--- src/rtl/fpga_robots_game_tm_engine.sv ---
// Tile-map access engine: turns play-grid cell commands into byte accesses on the
// video generator's tile map port (read-modify-write of 2-bit cell fields,
// direct byte writes, whole play-area clear sweep).
//
// state  | meaning
// -------+--------------------------------------------------------------
// S_IDLE | waiting for a command, cmd_ready=1
// S_RD   | cell address on tm_adr, waiting for tm_red
// S_MOD  | cell field merged/extracted, write-back (WRITE_CELL), response
// S_WB   | direct byte write, response
// S_CLR  | clear sweep one byte per cycle, then completion response
// S_ERR  | out-of-range command rejected, error response
//
// All outputs are registers loaded from the next-state logic, so tm_red is
// sampled at the RD->MOD edge and cmd_* only ever reach outputs through flops.
module fpga_robots_game_tm_engine #(
    parameter int          PA_COLS = 120,
    parameter int          PA_ROWS = 96,
    parameter logic [7:0]  CLR_VAL = 8'h00
) (
    input  logic        clk,
    input  logic        rst,
    input  logic        cmd_valid,
    output logic        cmd_ready,
    input  logic [1:0]  cmd_op,
    input  logic [6:0]  cmd_x,
    input  logic [6:0]  cmd_y,
    input  logic [7:0]  cmd_dat,
    output logic        rsp_valid,
    output logic [7:0]  rsp_dat,
    output logic        rsp_err,
    output logic [12:0] tm_adr,
    output logic [7:0]  tm_wrt,
    output logic        tm_wen,
    input  logic [7:0]  tm_red
);

    typedef enum logic [2:0] {S_IDLE, S_RD, S_MOD, S_WB, S_CLR, S_ERR} state_t;

    localparam logic [1:0] OP_READ  = 2'd0;
    localparam logic [1:0] OP_WCELL = 2'd1;
    localparam logic [1:0] OP_WBYTE = 2'd2;

    localparam logic [6:0] LP_COL_LAST = 7'(PA_COLS - 1);
    localparam logic [6:0] LP_Y_LAST   = 7'(PA_ROWS - 1);
    localparam logic [5:0] LP_ROW_LAST = 6'(PA_ROWS / 2 - 1);

    state_t      r_state, w_state;
    logic [1:0]  r_op, w_op;
    logic        r_y0, w_y0;
    logic [1:0]  r_cell, w_cell;
    logic [12:0] r_tm_adr, w_tm_adr;
    logic [7:0]  r_tm_wrt, w_tm_wrt;
    logic        r_tm_wen, w_tm_wen;
    logic        r_rsp_valid, w_rsp_valid;
    logic [7:0]  r_rsp_dat, w_rsp_dat;
    logic        r_rsp_err, w_rsp_err;
    logic        r_cmd_ready;

    logic        w_x_bad, w_y_bad;
    logic [1:0]  w_field;

    assign w_x_bad = (cmd_x > LP_COL_LAST);
    assign w_y_bad = (cmd_y > LP_Y_LAST);
    assign w_field = r_y0 ? tm_red[3:2] : tm_red[1:0];

    // Next state and next registered outputs; pulses default low every cycle.
    always_comb begin
        w_state     = r_state;
        w_op        = r_op;
        w_y0        = r_y0;
        w_cell      = r_cell;
        w_tm_adr    = r_tm_adr;
        w_tm_wrt    = r_tm_wrt;
        w_tm_wen    = 1'b0;
        w_rsp_valid = 1'b0;
        w_rsp_dat   = 8'h00;
        w_rsp_err   = 1'b0;
        case (r_state)
            S_IDLE: begin
                if (cmd_valid) begin
                    w_op   = cmd_op;
                    w_y0   = cmd_y[0];
                    w_cell = cmd_dat[1:0];
                    case (cmd_op)
                        OP_READ, OP_WCELL: begin
                            if (w_x_bad || w_y_bad) begin
                                w_state     = S_ERR;
                                w_rsp_valid = 1'b1;
                                w_rsp_err   = 1'b1;
                            end else begin
                                w_state  = S_RD;
                                w_tm_adr = {cmd_y[6:1], cmd_x};
                            end
                        end
                        OP_WBYTE: begin
                            if (w_y_bad) begin
                                w_state     = S_ERR;
                                w_rsp_valid = 1'b1;
                                w_rsp_err   = 1'b1;
                            end else begin
                                w_state     = S_WB;
                                w_tm_adr    = {cmd_y[6:1], cmd_x};
                                w_tm_wrt    = cmd_dat;
                                w_tm_wen    = 1'b1;
                                w_rsp_valid = 1'b1;
                            end
                        end
                        default: begin
                            w_state  = S_CLR;
                            w_tm_adr = 13'd0;
                            w_tm_wrt = CLR_VAL;
                            w_tm_wen = 1'b1;
                        end
                    endcase
                end
            end
            S_RD: begin
                w_state     = S_MOD;
                w_rsp_valid = 1'b1;
                if (r_op == OP_WCELL) begin
                    w_tm_wen = 1'b1;
                    w_tm_wrt = r_y0 ? {tm_red[7:4], r_cell, tm_red[1:0]}
                                    : {tm_red[7:2], r_cell};
                end else begin
                    w_rsp_dat = {2'b00, tm_red[7:4], w_field};
                end
            end
            S_CLR: begin
                // rsp_valid only rises in CLR on the completion cycle
                if (r_rsp_valid) begin
                    w_state = S_IDLE;
                end else if (r_tm_adr == {LP_ROW_LAST, LP_COL_LAST}) begin
                    w_rsp_valid = 1'b1;
                end else begin
                    w_tm_wen = 1'b1;
                    if (r_tm_adr[6:0] == LP_COL_LAST) begin
                        w_tm_adr = {r_tm_adr[12:7] + 6'd1, 7'd0};
                    end else begin
                        w_tm_adr = {r_tm_adr[12:7], r_tm_adr[6:0] + 7'd1};
                    end
                end
            end
            default: begin
                w_state = S_IDLE;
            end
        endcase
    end

    // State and output registers; reset clears everything at once.
    always_ff @(posedge clk or posedge rst) begin
        if (rst) begin
            r_state     <= S_IDLE;
            r_op        <= 2'd0;
            r_y0        <= 1'b0;
            r_cell      <= 2'd0;
            r_tm_adr    <= 13'd0;
            r_tm_wrt    <= 8'h00;
            r_tm_wen    <= 1'b0;
            r_rsp_valid <= 1'b0;
            r_rsp_dat   <= 8'h00;
            r_rsp_err   <= 1'b0;
            r_cmd_ready <= 1'b1;
        end else begin
            r_state     <= w_state;
            r_op        <= w_op;
            r_y0        <= w_y0;
            r_cell      <= w_cell;
            r_tm_adr    <= w_tm_adr;
            r_tm_wrt    <= w_tm_wrt;
            r_tm_wen    <= w_tm_wen;
            r_rsp_valid <= w_rsp_valid;
            r_rsp_dat   <= w_rsp_dat;
            r_rsp_err   <= w_rsp_err;
            r_cmd_ready <= (w_state == S_IDLE);
        end
    end

    assign cmd_ready = r_cmd_ready;
    assign rsp_valid = r_rsp_valid;
    assign rsp_dat   = r_rsp_dat;
    assign rsp_err   = r_rsp_err;
    assign tm_adr    = r_tm_adr;
    assign tm_wrt    = r_tm_wrt;
    assign tm_wen    = r_tm_wen;

endmodule

--- config.mk ---
export PLATFORM = sky130hd
export DESIGN_NAME = fpga_robots_game_tm_engine
export DESIGN_NICKNAME = d
export VERILOG_FILES = /design/src/rtl/fpga_robots_game_tm_engine.sv
export SDC_FILE = /design/constraint.sdc
export NUM_CORES = 1
export LEC_CHECK = 0
export ABC_AREA = 0
export BUFFER_PORTS_ARGS = -buffer_cell sky130_fd_sc_hd__clkbuf_2
export CAP_MARGIN = 15
export CORE_UTILIZATION = 30
export DETAILED_ROUTE_END_ITERATION = 7
export SYNTH_ARGS = -nofsm -noshare
export SYNTH_HDL_FRONTEND = slang
export SYNTH_SLANG_ARGS = --single-unit
--- constraint.sdc ---
create_clock -name clk -period 2.8 [get_ports clk]
set_input_delay 0.28 -clock clk [delete_from_list [all_inputs] [get_ports clk]]
set_output_delay 0.28 -clock clk [all_outputs]
set_load 0.02 [all_outputs]
Word level (Yosys, flattened, before mapping). Index checks and enable logic that the tools add are counted.

Register bits: 41. Bits in latches: 0. RAM bits: 0. Bits in read-only memories: 0. Input port bits: 35. Output and inout bits: 33. Word-level logic and storage cells: 82. Memories kept: 0.

Add/sub/neg operators: 2. Multiply operators: 0. Div/mod/pow operators: 0. $lt $le $gt $ge: 2. Equality and inequality tests: 15. Shifts and indexed selects: 0. Muxes and demuxes: 40. Bitwise logic cells: 0. Reductions and logical operators: 11.

Operator list (number): $mux 13 (6); $pmux 13 s2 (2); $pmux 8 s2 (2); $mux 8 (3); $gt 7x7->1 const B (2); $eq 13x13->1 const B (1); $mux 1 (12); $mux 3 (4); $mux 6 (2); $ne 2x2->1 const B (6); $pmux 3 s3 (1); $add 7x1->7 const B (1); $eq 7x7->1 const B (1); $reduce_and 7->1 (1); $add 6x1->6 const B (1); $logic_not 3->1 (2); $ne 3x3->1 const B (2); $pmux 1 s2 (3); $pmux 1 s3 (2); $pmux 3 s2 (1); $reduce_and 6->1 (1); $reduce_and 5->1 (1); $eq 2x1->1 const B (2); $mux 4 (1); other kinds (9) (10).

Logic depth before layout (Yosys ltp). Gate-level depths: netlist (run 1).

Word-level depth: 7. Depth in mapped cells: 7. Mapped depth without buffers: 6.

Least setup slack after synthesis (run 1). No wires, ideal clock.

Kind: register to register. Start point: register r_tm_adr[0], in the netlist tm_adr[0]. End point: register r_tm_adr[10], in the netlist tm_adr[10]. Setup time: 0.125 ns. Arrival: 1.862 ns. Required time: 2.675 ns. Slack: 0.813 ns. Stages on the path, launching flop included: 7. Path buffers: 0. Clock period less this slack: 1.987 ns. Path through: dfrtp_1 -> ha_1 -> nand4_2 -> nor4_4 -> o32ai_4 -> nand2_4 -> mux2_4.

Longest elaborated chain between the ends: 3. Elaborated cells on any way between the ends: 5. Those cells by class: eq/ne: 4; reduce/logical: 1.

RTL lines: start, declared (RTL line 52) `logic [12:0] r_tm_adr, w_tm_adr;`; start signal, assigned (RTL line 169) `r_tm_adr <= w_tm_adr;`; $eq 13x13->1 / $eq 7x7->1 (equally long branches) (RTL line 133, 137); $ne 2x2->1 (no line); $reduce_and 7->1 (no line) (*).

Mark *: on every way between the ends. The rest lies on a longest branch, timed or not. A chain may end at the register's enable or synchronous reset.

Final worst setup path (run 1).
Start point: register r_tm_adr[0], in the netlist tm_adr[0]. End point: register r_tm_adr[7], in the netlist tm_adr[7].

Same word-level chain as after synthesis.

==> results of run 1 <==
[per-stage QoR]
stage	setup slack, ns	util, %	hold slack (ns)	total power, mW
floorplan	0.8133	-	0.3854	2.050
global placement	0.7217	36.57	0.4192	2.406
detailed placement	0.6551	36.57	0.4144	2.424
CTS	0.6379	38.06	0.1027	2.851
global route	0.4788	38.06	0.1224	3.057
finish	0.6375	38.06	0.08497	2.830
[worst max-delay path, cell delays in order, from the launching register on]
cell,delay (ns)
sky130_fd_sc_hd__dfrtp_1,0.42
sky130_fd_sc_hd__ha_1,0.26
sky130_fd_sc_hd__nand4_2,0.16
sky130_fd_sc_hd__nor4_4,0.08
sky130_fd_sc_hd__o32ai_4,0.60
sky130_fd_sc_hd__nand2_4,0.18
sky130_fd_sc_hd__mux2_4,0.34
[worst max path at each step]
stage	from	endpoint	slack [ns]	depth (start not counted)
2_1_floorplan	tm_adr[0]	tm_adr[10]	0.81	6
3_3_place_gp	tm_adr[0]	tm_adr[9]	0.72	6
3_5_place_dp	tm_adr[0]	tm_adr[7]	0.66	6
4_1_cts	tm_adr[0]	tm_adr[7]	0.64	6
5_1_grt	tm_adr[0]	tm_adr[7]	0.48	6
6_report	tm_adr[0]	tm_adr[7]	0.64	6
[registers in the layout (all words and copies together), names as in the netlist]
register / count
rsp_err: 1
r_cell: 2
tm_wrt: 8
r_state: 3
rsp_dat: 6
r_op: 2
cmd_ready: 1
tm_wen: 1
rsp_valid: 1
tm_adr: 13
r_y0: 1
[logic make-up (layout without fill, tap and decap cells)]
kind of cell,count (synthesis),after routing,synth area share (%)
xor gates and xnor gates,6,6,2.515
and+or+nand+nor,93,93,22.10
DFF,39,39,46.77
AOI/OAI and AO/OA,51,51,17.25
other,1,2,0.1795
adders and majority gates,2,2,1.197
muxes,11,11,6.467
buffers and inverters,14,78,3.533
[where the power goes]
group / internal [mW] / switching [mW]
Combinational: 0.555 / 0.802
Sequential: 0.808 / 0.242
Clock: 0.225 / 0.198
[cells in the mapped netlist (2+ instances only)]
| library cell | instances | share of area, % |
|---|---|---|
| sky130_fd_sc_hd__or2_1 | 2 | 0.60 |
| sky130_fd_sc_hd__and2_1 | 5 | 1.5 |
| sky130_fd_sc_hd__and3_1 | 3 | 0.90 |
| sky130_fd_sc_hd__nand2_1 | 36 | 6.5 |
| sky130_fd_sc_hd__buf_2 | 2 | 0.48 |
| sky130_fd_sc_hd__o21ai_0 | 8 | 1.9 |
| sky130_fd_sc_hd__ha_1 | 2 | 1.2 |
| sky130_fd_sc_hd__nand3_1 | 10 | 2.4 |
| sky130_fd_sc_hd__inv_1 | 3 | 0.54 |
| sky130_fd_sc_hd__o21a_1 | 3 | 1.1 |
| sky130_fd_sc_hd__xor2_1 | 2 | 0.84 |
| sky130_fd_sc_hd__xnor2_1 | 4 | 1.7 |
| sky130_fd_sc_hd__nor2_1 | 21 | 3.8 |
| sky130_fd_sc_hd__a31oi_1 | 11 | 3.3 |
| sky130_fd_sc_hd__clkbuf_1 | 5 | 0.90 |
| sky130_fd_sc_hd__nor3_1 | 3 | 0.72 |
| sky130_fd_sc_hd__o211ai_1 | 4 | 1.4 |
| sky130_fd_sc_hd__dfrtp_1 | 38 | 46 |
| sky130_fd_sc_hd__buf_4 | 3 | 1.1 |
| sky130_fd_sc_hd__a21oi_1 | 14 | 3.4 |
| sky130_fd_sc_hd__mux2_4 | 5 | 3.6 |
| sky130_fd_sc_hd__mux2i_1 | 6 | 2.9 |
[layout make-up]
cell class | count | area, µm² | share of cell area, %
flip-flops and latches | 39 | 977.2 | 38.00
repair buffers | 67 | 340.3 | 13.24
clock buffers | 8 | 100.1 | 3.893
multi-input cells | 165 | 1042 | 40.54
inverters | 3 | 11.26 | 0.4380
well taps | 80 | 100.1 | 3.893
[cell usage in the layout (no fill, tap or decap), types with 2 or more instances in the layout]
master	n
sky130_fd_sc_hd__dfrtp_1	38
sky130_fd_sc_hd__o21ai_0	8
sky130_fd_sc_hd__xnor2_1	4
sky130_fd_sc_hd__inv_1	3
sky130_fd_sc_hd__clkbuf_2	65
sky130_fd_sc_hd__and3_1	3
sky130_fd_sc_hd__clkbuf_8	7
sky130_fd_sc_hd__ha_1	2
sky130_fd_sc_hd__nand3_1	10
sky130_fd_sc_hd__o211ai_1	4
sky130_fd_sc_hd__and2_1	5
sky130_fd_sc_hd__nor2_1	21
sky130_fd_sc_hd__conb_1	2
sky130_fd_sc_hd__a21oi_1	14
sky130_fd_sc_hd__o21a_1	3
sky130_fd_sc_hd__buf_4	2
sky130_fd_sc_hd__nand2_1	36
sky130_fd_sc_hd__mux2_4	5
sky130_fd_sc_hd__or2_1	2
sky130_fd_sc_hd__nor3_1	3
sky130_fd_sc_hd__a31oi_1	11
sky130_fd_sc_hd__xor2_1	2
sky130_fd_sc_hd__mux2i_1	6
[layer usage]
layer	GRT usage (%)	wire (µm)	part of all wire, %	up-vias
met5	0	0	0	-
met3	4.669	246	5.0	6
li1	-	-	-	885
met1	19.07	2240	45	839
met4	5.455	66	1.3	0
met2	23.35	2409	49	41
==> impl_metrics.py, run 1 <==
metrics = {
    "die": {
        "fp.dieArea_mm2": 0.007303,
        "row_count": 30,
        "floorplan.core_area_mm2": 0.006756,
        "die_width_um": 85.46,
        "start_util_pct": 30.93,
        "chipHeight_um": 85.46,
        "design.portCount": 68,
    },
    "sta": {
        "fmax_mhz": 462.4,
        "finalMaxSlewViolations": 0,
        "timing_worst_slew_pin_value_ns": 0.7092,
        "min_period_over_period_pct": 77.23,
        "setup-violations-final": 0,
        "rsz_0062_raised_after_global_routing": "false",
        "clock_skew_ns": 0.004196,
        "worst_slew_margin_rel_pct": 52.72,
        "timing_hold_violations_final": 0,
        "final.min_clock_period_ns": 2.163,
        "fin_setup_tns_ns": 0,
    },
    "min_path": {
        "min_path_type": "input port to asynchronous set/reset pin",
    },
    "route": {
        "drcViolationCount": 0,
        "firstDrtPassIters": 5,
        "first_iter_violations": 74,
        "mean_routed_wirelength_per_cell_um": 13.71,
        "vias": 1771,
        "routed_via_density": 4.892,
        "wirelength_um": 4962,
        "detail-route-antenna-nets": 0,
    },
    "logic_synthesis": {
        "synth_enable_flop_cells": 0,
        "synth-warning-count": 0,
        "async_sr_flop_fraction_pct": 100.0,
        "synth_seq_cells": 39,
        "seq_area_frac_synth_pct": 46.77,
        "synth_top_flop_cell": "sky130_fd_sc_hd__dfrtp_1",
        "syn_area_mm2": 0.002090,
        "synth_cell_type_count": 49,
        "synthesis.instances": 217,
        "synth_area_per_cell_um2": 9.629,
    },
    "cts": {
        "htreeDepth": 2,
        "cts_setup_buffers": 0,
        "tritoncts": "built",
        "clk_transition_reported_paths_ns": 0.08,
        "clock_sinks": 39,
        "cts_made_buffers": 5,
        "cts_hold_buf": 0,
        "clockBufferDepth": 2,
        "cts_root_buffer": "sky130_fd_sc_hd__clkbuf_8",
        "post_cts_repair_resize_count": 0,
        "clk-insertion-delay-late_ns": 0.29,
    },
    "cells_and_area": {
        "final_cell_area_mm2": 0.002571,
        "areaGrowthSynthToFinish_pct": 23.05,
        "post_layout_nonfiller_instances": 362,
        "final.fill_count": 701,
        "n_antenna_cell": 0,
        "final_layout_size_suffix_gt1_share_pct": 31.56,
        "final_nets": 318,
    },
    "power_and_ir_drop": {
        "areal_power_density_over_the_cells_mw_per_mm2": 1101,
        "p_leak_nw": 1.240,
        "irDropWorstVdd_uv": 217.9,
    },
    "setup_path": {
        "timing.critical_path.fanout_max": 17,
        "critical_path.endpoint_type": "flip-flop",
        "r2r_end": "tm_adr[7]",
        "timing.reg2reg.setup_slack_ns": 0.64,
        "start_kind": "flip-flop",
        "timing.critical_path.arrival_ns": 2.34,
        "ff2ff_path_depth": 6,
        "worst_ep_required_time_ns": 2.98,
        "reg2reg_from": "tm_adr[0]",
        "critical_path_class": "flip-flop to flip-flop",
    },
    "grt": {
        "antenna_found_initial": 0,
        "pin_count_of_the_biggest_net_entering_global_routing": 40,
        "globalRoute.totalOverflow": 0,
        "grt_pass1_wl_um": 8328,
        "vias_in_the_first_global_route": 1744,
        "gr-usage-all-layers_pct": 14.81,
    },
    "placed_design": {
        "place.detailed.instances": 354,
        "io_buffer_count": 65,
        "routabilityCongestion": 0.7749,
        "post_dp_cell_area_mm2": 0.002471,
        "place.detailed.hpwl_um": 3691,
    },
    "run_status": {
        "run_status": "completed",
    },
    "run": {
        "max_cap_violations": 0,
    },
}
Power figures use the tool's default switching activity.
==> inputs of run 2 (changes only) <==
==> constraint.sdc (replaced) <==
create_clock -name clk -period 2.11 [get_ports clk]
set_input_delay 0.211 -clock clk [delete_from_list [all_inputs] [get_ports clk]]
set_output_delay 0.211 -clock clk [all_outputs]
set_load 0.02 [all_outputs]
==> run 2 against run 1 <==
Effect of this change: non-clock buffer count rose by 5; highest routed layer unchanged; die area did not move; first-iteration DRC count fell by 66%; cell count rose by 1.4%; worst setup slack got worse by 0.47 ns.
==> impl_metrics.py, run 2 (synthesis gave the netlist of run 1 again) <==
metrics = {
    "sta": {
        "timing_worst_slew_pin_value_ns": 0.8300,
        "timing_hold_violations_final": 0,
        "worst_slew_margin_rel_pct": 44.67,
        "rsz_0062_raised_after_global_routing": "false",
        "clock_skew_ns": 0.003495,
        "fmax_mhz": 515.2,
        "finalMaxSlewViolations": 0,
        "setup-violations-final": 0,
        "fin_setup_tns_ns": 0,
        "min_period_over_period_pct": 92.00,
        "final.min_clock_period_ns": 1.941,
    },
    "cells_and_area": {
        "utilization_pct": 39.09,
        "final_common_cell": "sky130_fd_sc_hd__clkbuf_2",
        "area_taken_by_flip_flops_and_latches_um2": 977.2,
        "final_nets": 323,
        "final.fill_count": 687,
        "final_cell_area_mm2": 0.002641,
        "post_layout_nonfiller_instances": 367,
        "commonest_non_fill_non_tap_cells_in_the_layout": "sky130_fd_sc_hd__clkbuf_2, sky130_fd_sc_hd__dfrtp_1, sky130_fd_sc_hd__nand2_1",
        "areaGrowthSynthToFinish_pct": 26.41,
        "final_layout_size_suffix_gt1_share_pct": 32.75,
        "multi_input_area_mm2": 0.001042,
        "n_antenna_cell": 0,
        "largest_register_ff_count": 13,
    },
    "setup_path": {
        "critical_path_class": "flip-flop to flip-flop",
        "timing.critical_path.arrival_ns": 2.12,
        "critical_path.endpoint_type": "flip-flop",
        "worst_ep_required_time_ns": 2.29,
        "start_kind": "flip-flop",
        "timing.critical_path.fanout_max": 5,
    },
    "cts": {
        "clock_sinks": 39,
        "cts_made_buffers": 5,
        "cts_setup_buffers": 0,
        "clk-insertion-delay-late_ns": 0.29,
        "post_cts_repair_resize_count": 0,
        "clockBufferDepth": 2,
        "cts_root_buffer": "sky130_fd_sc_hd__clkbuf_8",
        "clk_transition_reported_paths_ns": 0.08,
        "cts_hold_buf": 0,
        "tritoncts": "built",
        "htreeDepth": 2,
    },
    "grt": {
        "vias_in_the_first_global_route": 1726,
        "antenna_found_initial": 0,
        "gr-usage-all-layers_pct": 14.40,
        "grt_pass1_wl_um": 8148,
        "pin_count_of_the_biggest_net_entering_global_routing": 40,
        "globalRoute.totalOverflow": 0,
    },
    "placed_design": {
        "post_dp_cell_area_mm2": 0.002509,
        "place.detailed.hpwl_um": 3687,
        "routabilityCongestion": 0.8042,
        "io_buffer_count": 65,
        "place.detailed.instances": 359,
    },
    "route": {
        "vias": 1764,
        "wirelength_um": 4868,
        "mean_routed_wirelength_per_cell_um": 13.26,
        "first_iter_violations": 25,
        "detail-route-antenna-nets": 0,
        "drcViolationCount": 0,
        "firstDrtPassIters": 4,
        "routed_via_density": 4.807,
    },
    "power_and_ir_drop": {
        "power_mw": 3.956,
        "irDropWorstVdd_uv": 403.0,
        "p_leak_nw": 1.280,
        "areal_power_density_over_the_cells_mw_per_mm2": 1498,
    },
    "die": {
        "fp.dieArea_mm2": 0.007303,
        "row_count": 30,
        "start_util_pct": 30.93,
        "floorplan.core_area_mm2": 0.006756,
        "design.portCount": 68,
        "die_width_um": 85.46,
        "chipHeight_um": 85.46,
    },
    "min_path": {
        "min_path_type": "input port to asynchronous set/reset pin",
    },
    "run": {
        "max_cap_violations": 0,
    },
    "run_status": {
        "run_status": "completed",
    },
}
## run 2: cell types whose count changed in the layout (fill, tap and decap cells not counted), sizes merged
| cell | before | now |
|---|---|---|
| clkbuf | 73 | 71 |
| buf | 2 | 7 |
| bufinv | 0 | 2 |
## run 2: metrics by stage
step                      hold slack, ns  setup slack [ns]
final                            0.01369            0.1689
after global routing             0.06726           0.05696
after CTS                        0.02702            0.1685
after detailed placement          0.3520            0.1843
after global placement            0.3497            0.2636
after floorplan                   0.3164            0.1233
## run 2: layer usage
metal / routed length, µm / up-vias / track usage [%]
met1: 2220 / 817 / 17.97
met5: 0 / - / 0
li1: - / 905 / -
met2: 2366 / 36 / 23.56
met4: 67 / 0 / 5.606
met3: 214 / 6 / 4.086
## run 2: worst max-delay path: stages, from the launching register on
cell and delay [ns]:
sky130_fd_sc_hd__dfrtp_1 0.42, sky130_fd_sc_hd__ha_1 0.24, sky130_fd_sc_hd__nand4_2 0.18, sky130_fd_sc_hd__nor4_4 0.39
sky130_fd_sc_hd__o32ai_4 0.15, sky130_fd_sc_hd__nand2_4 0.14, sky130_fd_sc_hd__mux2_4 0.31
## run 2: final cells by class
type                       count  area share, %
clock buffer                   6          2.748
clock inverter                 2          2.274
inverter                       3         0.4263
multi-input combinational    165          39.46
sequential                    39          37.00
tap                           80          3.790
timing repair buffer          72          14.31
## run 2: final timing paths
check	from	end	slack [ns]	cells past startpoint
max	tm_adr[0]	tm_adr[7]	0.17	6
min	rst	tm_wen	0.01	3
max reg2reg	tm_adr[0]	tm_adr[7]	0.17	6
min reg2reg	r_op[0]	r_op[0]	0.48	2
max in group asynchronous	rst	cmd_ready	1.74	3
min in group clk	cmd_y[0]	r_y0	0.11	3
## run 2: power breakdown
group	switching [mW]	total [mW]	internal (mW)	leakage, nW
clock network	0.268	0.741	0.473	0.0654
registers	0.325	1.40	1.07	0.482
logic	1.05	1.82	0.765	0.732
==> inputs of run 3 (changes only) <==
--- a/config.mk
+++ b/config.mk
@@ -10,6 +10,7 @@
 export CAP_MARGIN = 15
 export CORE_UTILIZATION = 30
 export DETAILED_ROUTE_END_ITERATION = 7
+export PLACE_DENSITY_LB_ADDON = 0.05
 export SYNTH_ARGS = -nofsm -noshare
 export SYNTH_HDL_FRONTEND = slang
 export SYNTH_SLANG_ARGS = --single-unit
==> constraint.sdc (replaced) <==
create_clock -name clk -period 2.11 [get_ports clk]
set_input_delay 0.422 -clock clk [delete_from_list [all_inputs] [get_ports clk]]
set_output_delay 0.422 -clock clk [all_outputs]
set_load 0.02 [all_outputs]
==> run 3 against run 2 <==
Effect of this change: core utilization rose by 0.056 points; worst setup slack worse by 0.0056 ns; count of clock-buffer cells in the layout is 1 higher; clock skew increased by 0.0018 ns; worst hold slack better by 0.22 ns; fmax decreased by 0.29%; sequential power shrank 3%; via count grew 2.4%; wire length rose by 8.5%; die area unchanged; first-iteration DRC count rose to 3.1 times the previous value; register-to-register slack about the same; critical path type unchanged; largest power group unchanged.
==> impl_metrics.py, run 3 (synthesis gave the netlist of run 1 again) <==
metrics = {
    "run_status": {
        "run_status": "completed",
    },
    "die": {
        "floorplan.core_area_mm2": 0.006756,
        "chipHeight_um": 85.46,
        "fp.dieArea_mm2": 0.007303,
        "die_width_um": 85.46,
        "row_count": 30,
        "design.portCount": 68,
        "start_util_pct": 30.93,
    },
    "setup_path": {
        "critPathMaxStageDelay_ns": 0.40,
        "timing.reg2reg.setup_slack_ns": 0.16,
        "timing.critical_path.fanout_max": 11,
        "critical_path.endpoint": "tm_adr[12]",
        "critical_path.endpoint_type": "flip-flop",
        "reg2reg_from": "tm_adr[1]",
        "r2r_end": "tm_adr[12]",
        "critical_path_class": "flip-flop to flip-flop",
        "critical_path.cell_chain": "ha_1 -> nand4_2 -> nor4_4 -> o32ai_4 -> nand2_4 -> mux2_4",
        "worst_ep_required_time_ns": 2.29,
        "timing.critical_path.arrival_ns": 2.13,
        "ff2ff_path_depth": 6,
        "crit_path_top_delay_cell": "sky130_fd_sc_hd__dfrtp_1",
        "start_kind": "flip-flop",
        "crit_start": "tm_adr[1]",
    },
    "sta": {
        "min_period_over_period_pct": 92.26,
        "rsz_0062_raised_after_global_routing": "false",
        "timing_worst_slew_pin_value_ns": 0.8840,
        "timing.hold.ws_ns": 0.2349,
        "worst_slew_margin_rel_pct": 41.07,
        "fmax_mhz": 513.7,
        "setup_slack_ns": 0.1633,
        "setup-violations-final": 0,
        "timing_hold_violations_final": 0,
        "clock_skew_ns": 0.005270,
        "fin_setup_tns_ns": 0,
        "final.min_clock_period_ns": 1.947,
        "finalMaxSlewViolations": 0,
    },
    "route": {
        "wirelength_um": 5280,
        "detail-route-antenna-nets": 0,
        "mean_routed_wirelength_per_cell_um": 14.16,
        "routed_via_density": 4.845,
        "drcViolationCount": 0,
        "firstDrtPassIters": 4,
        "first_iter_violations": 78,
        "vias": 1807,
    },
    "power_and_ir_drop": {
        "areal_power_density_over_the_cells_mw_per_mm2": 1451,
        "reg_power_share_pct": 35.5,
        "power_switching_share_pct": 43.69,
        "p_leak_nw": 1.293,
        "combinationalPowerShare_pct": 50.7,
        "irDropWorstVdd_uv": 531.0,
        "clkPwrFrac_pct": 13.8,
        "power_mw": 3.839,
        "internal-power_mw": 2.161,
        "netSwitchingPower_mw": 1.677,
    },
    "cells_and_area": {
        "commonest_non_fill_non_tap_cells_in_the_layout": "sky130_fd_sc_hd__clkbuf_2, sky130_fd_sc_hd__dfrtp_1, sky130_fd_sc_hd__nand2_1",
        "areaGrowthSynthToFinish_pct": 26.59,
        "final_layout_size_suffix_gt1_share_pct": 34.13,
        "final_common_cell": "sky130_fd_sc_hd__clkbuf_2",
        "largest_register_ff_count": 13,
        "n_antenna_cell": 0,
        "final_nets": 329,
    },
    "placed_design": {
        "io_buffer_count": 65,
        "place.detailed.hpwl_um": 3952,
        "routabilityCongestion": 0.7202,
        "dp_slack_ns": 0.07791,
    },
    "cts": {
        "tritoncts": "built",
        "clk_transition_reported_paths_ns": 0.08,
        "cts_made_buffers": 5,
        "clockBufferDepth": 2,
        "clk-insertion-delay-late_ns": 0.29,
        "post_cts_repair_resize_count": 0,
        "cts_setup_buffers": 0,
        "clock_sinks": 39,
        "cts_hold_buf": 0,
        "htreeDepth": 2,
        "cts_root_buffer": "sky130_fd_sc_hd__clkbuf_8",
    },
    "min_path": {
        "min_path_type": "input port to asynchronous set/reset pin",
    },
    "grt": {
        "gr-usage-met2_pct": 23.93,
        "gr-usage-all-layers_pct": 15.52,
        "antenna_found_initial": 0,
        "global_route_layer_with_the_greatest_usage": "met2",
        "globalRoute.totalOverflow": 0,
        "grt_use_met3_pct": 4.475,
        "vias_in_the_first_global_route": 1763,
        "pin_count_of_the_biggest_net_entering_global_routing": 40,
        "met1_demand_to_capacity_share_in_global_routing_pct": 21.11,
        "grt_pass1_wl_um": 8811,
    },
    "run": {
        "max_cap_violations": 0,
    },
}
run 3: worst min path at each step:
| stage | endpoint | slack [ns] | cells after the start | startpoint |
|---|---|---|---|---|
| after floorplan | r_op[0] | 0.44 | 2 | r_op[0] |
| after global placement | r_op[0] | 0.46 | 2 | r_op[0] |
| after detailed placement | r_op[0] | 0.46 | 2 | r_op[0] |
| after CTS | tm_adr[12] | 0.25 | 3 | rst |
| after global routing | tm_adr[12] | 0.29 | 3 | rst |
| final | rsp_dat[2] | 0.23 | 3 | rst |
run 3: critical path: cells and delay by family, from the launching register on:
family | cells | cell delay, ns
multiplexers | 1 | 0.30
adder cells (fa/ha/maj) | 1 | 0.23
AND/OR/NAND/NOR | 3 | 0.72
flip-flops | 1 | 0.40
AO/OA/AOI/OAI | 1 | 0.19
run 3: routing by layer:
metal / vias up / routed length (µm)
li1: 907 / -
met1: 851 / 2640
met2: 44 / 2289
met3: 5 / 293
met4: 0 / 57
met5: - / 0
run 3: power groups by stage:
stage,Sequential [mW],Combinational (mW),Clock (mW)
5_1_grt,1.41,2.16,0.585
2_1_floorplan,1.64,1.08,0
3_3_place_gp,1.38,1.97,0
4_1_cts,1.36,1.98,0.560
6_report,1.36,1.95,0.529
3_5_place_dp,1.38,1.97,0
run 3: through the flow:
stage,cell area (µm²),instances,util [%]
after floorplan,2093,218,-
after global placement,2539,363,37.57
after detailed placement,2539,363,37.57
after CTS,2630,371,38.93
after global routing,2645,373,39.15
final,2645,373,39.15
run 3: cell type report:
| cell class | count | area [µm²] |
|---|---|---|
| Inverter | 3 | 11.26 |
| Clock inverter | 1 | 5.005 |
| Timing Repair Buffer | 78 | 422.9 |
| Tap cell | 80 | 100.1 |
| Clock buffer | 7 | 86.33 |
| Fill cell | 734 | 4111 |
| Multi-Input combinational cell | 165 | 1042 |
| Sequential cell | 39 | 977.2 |
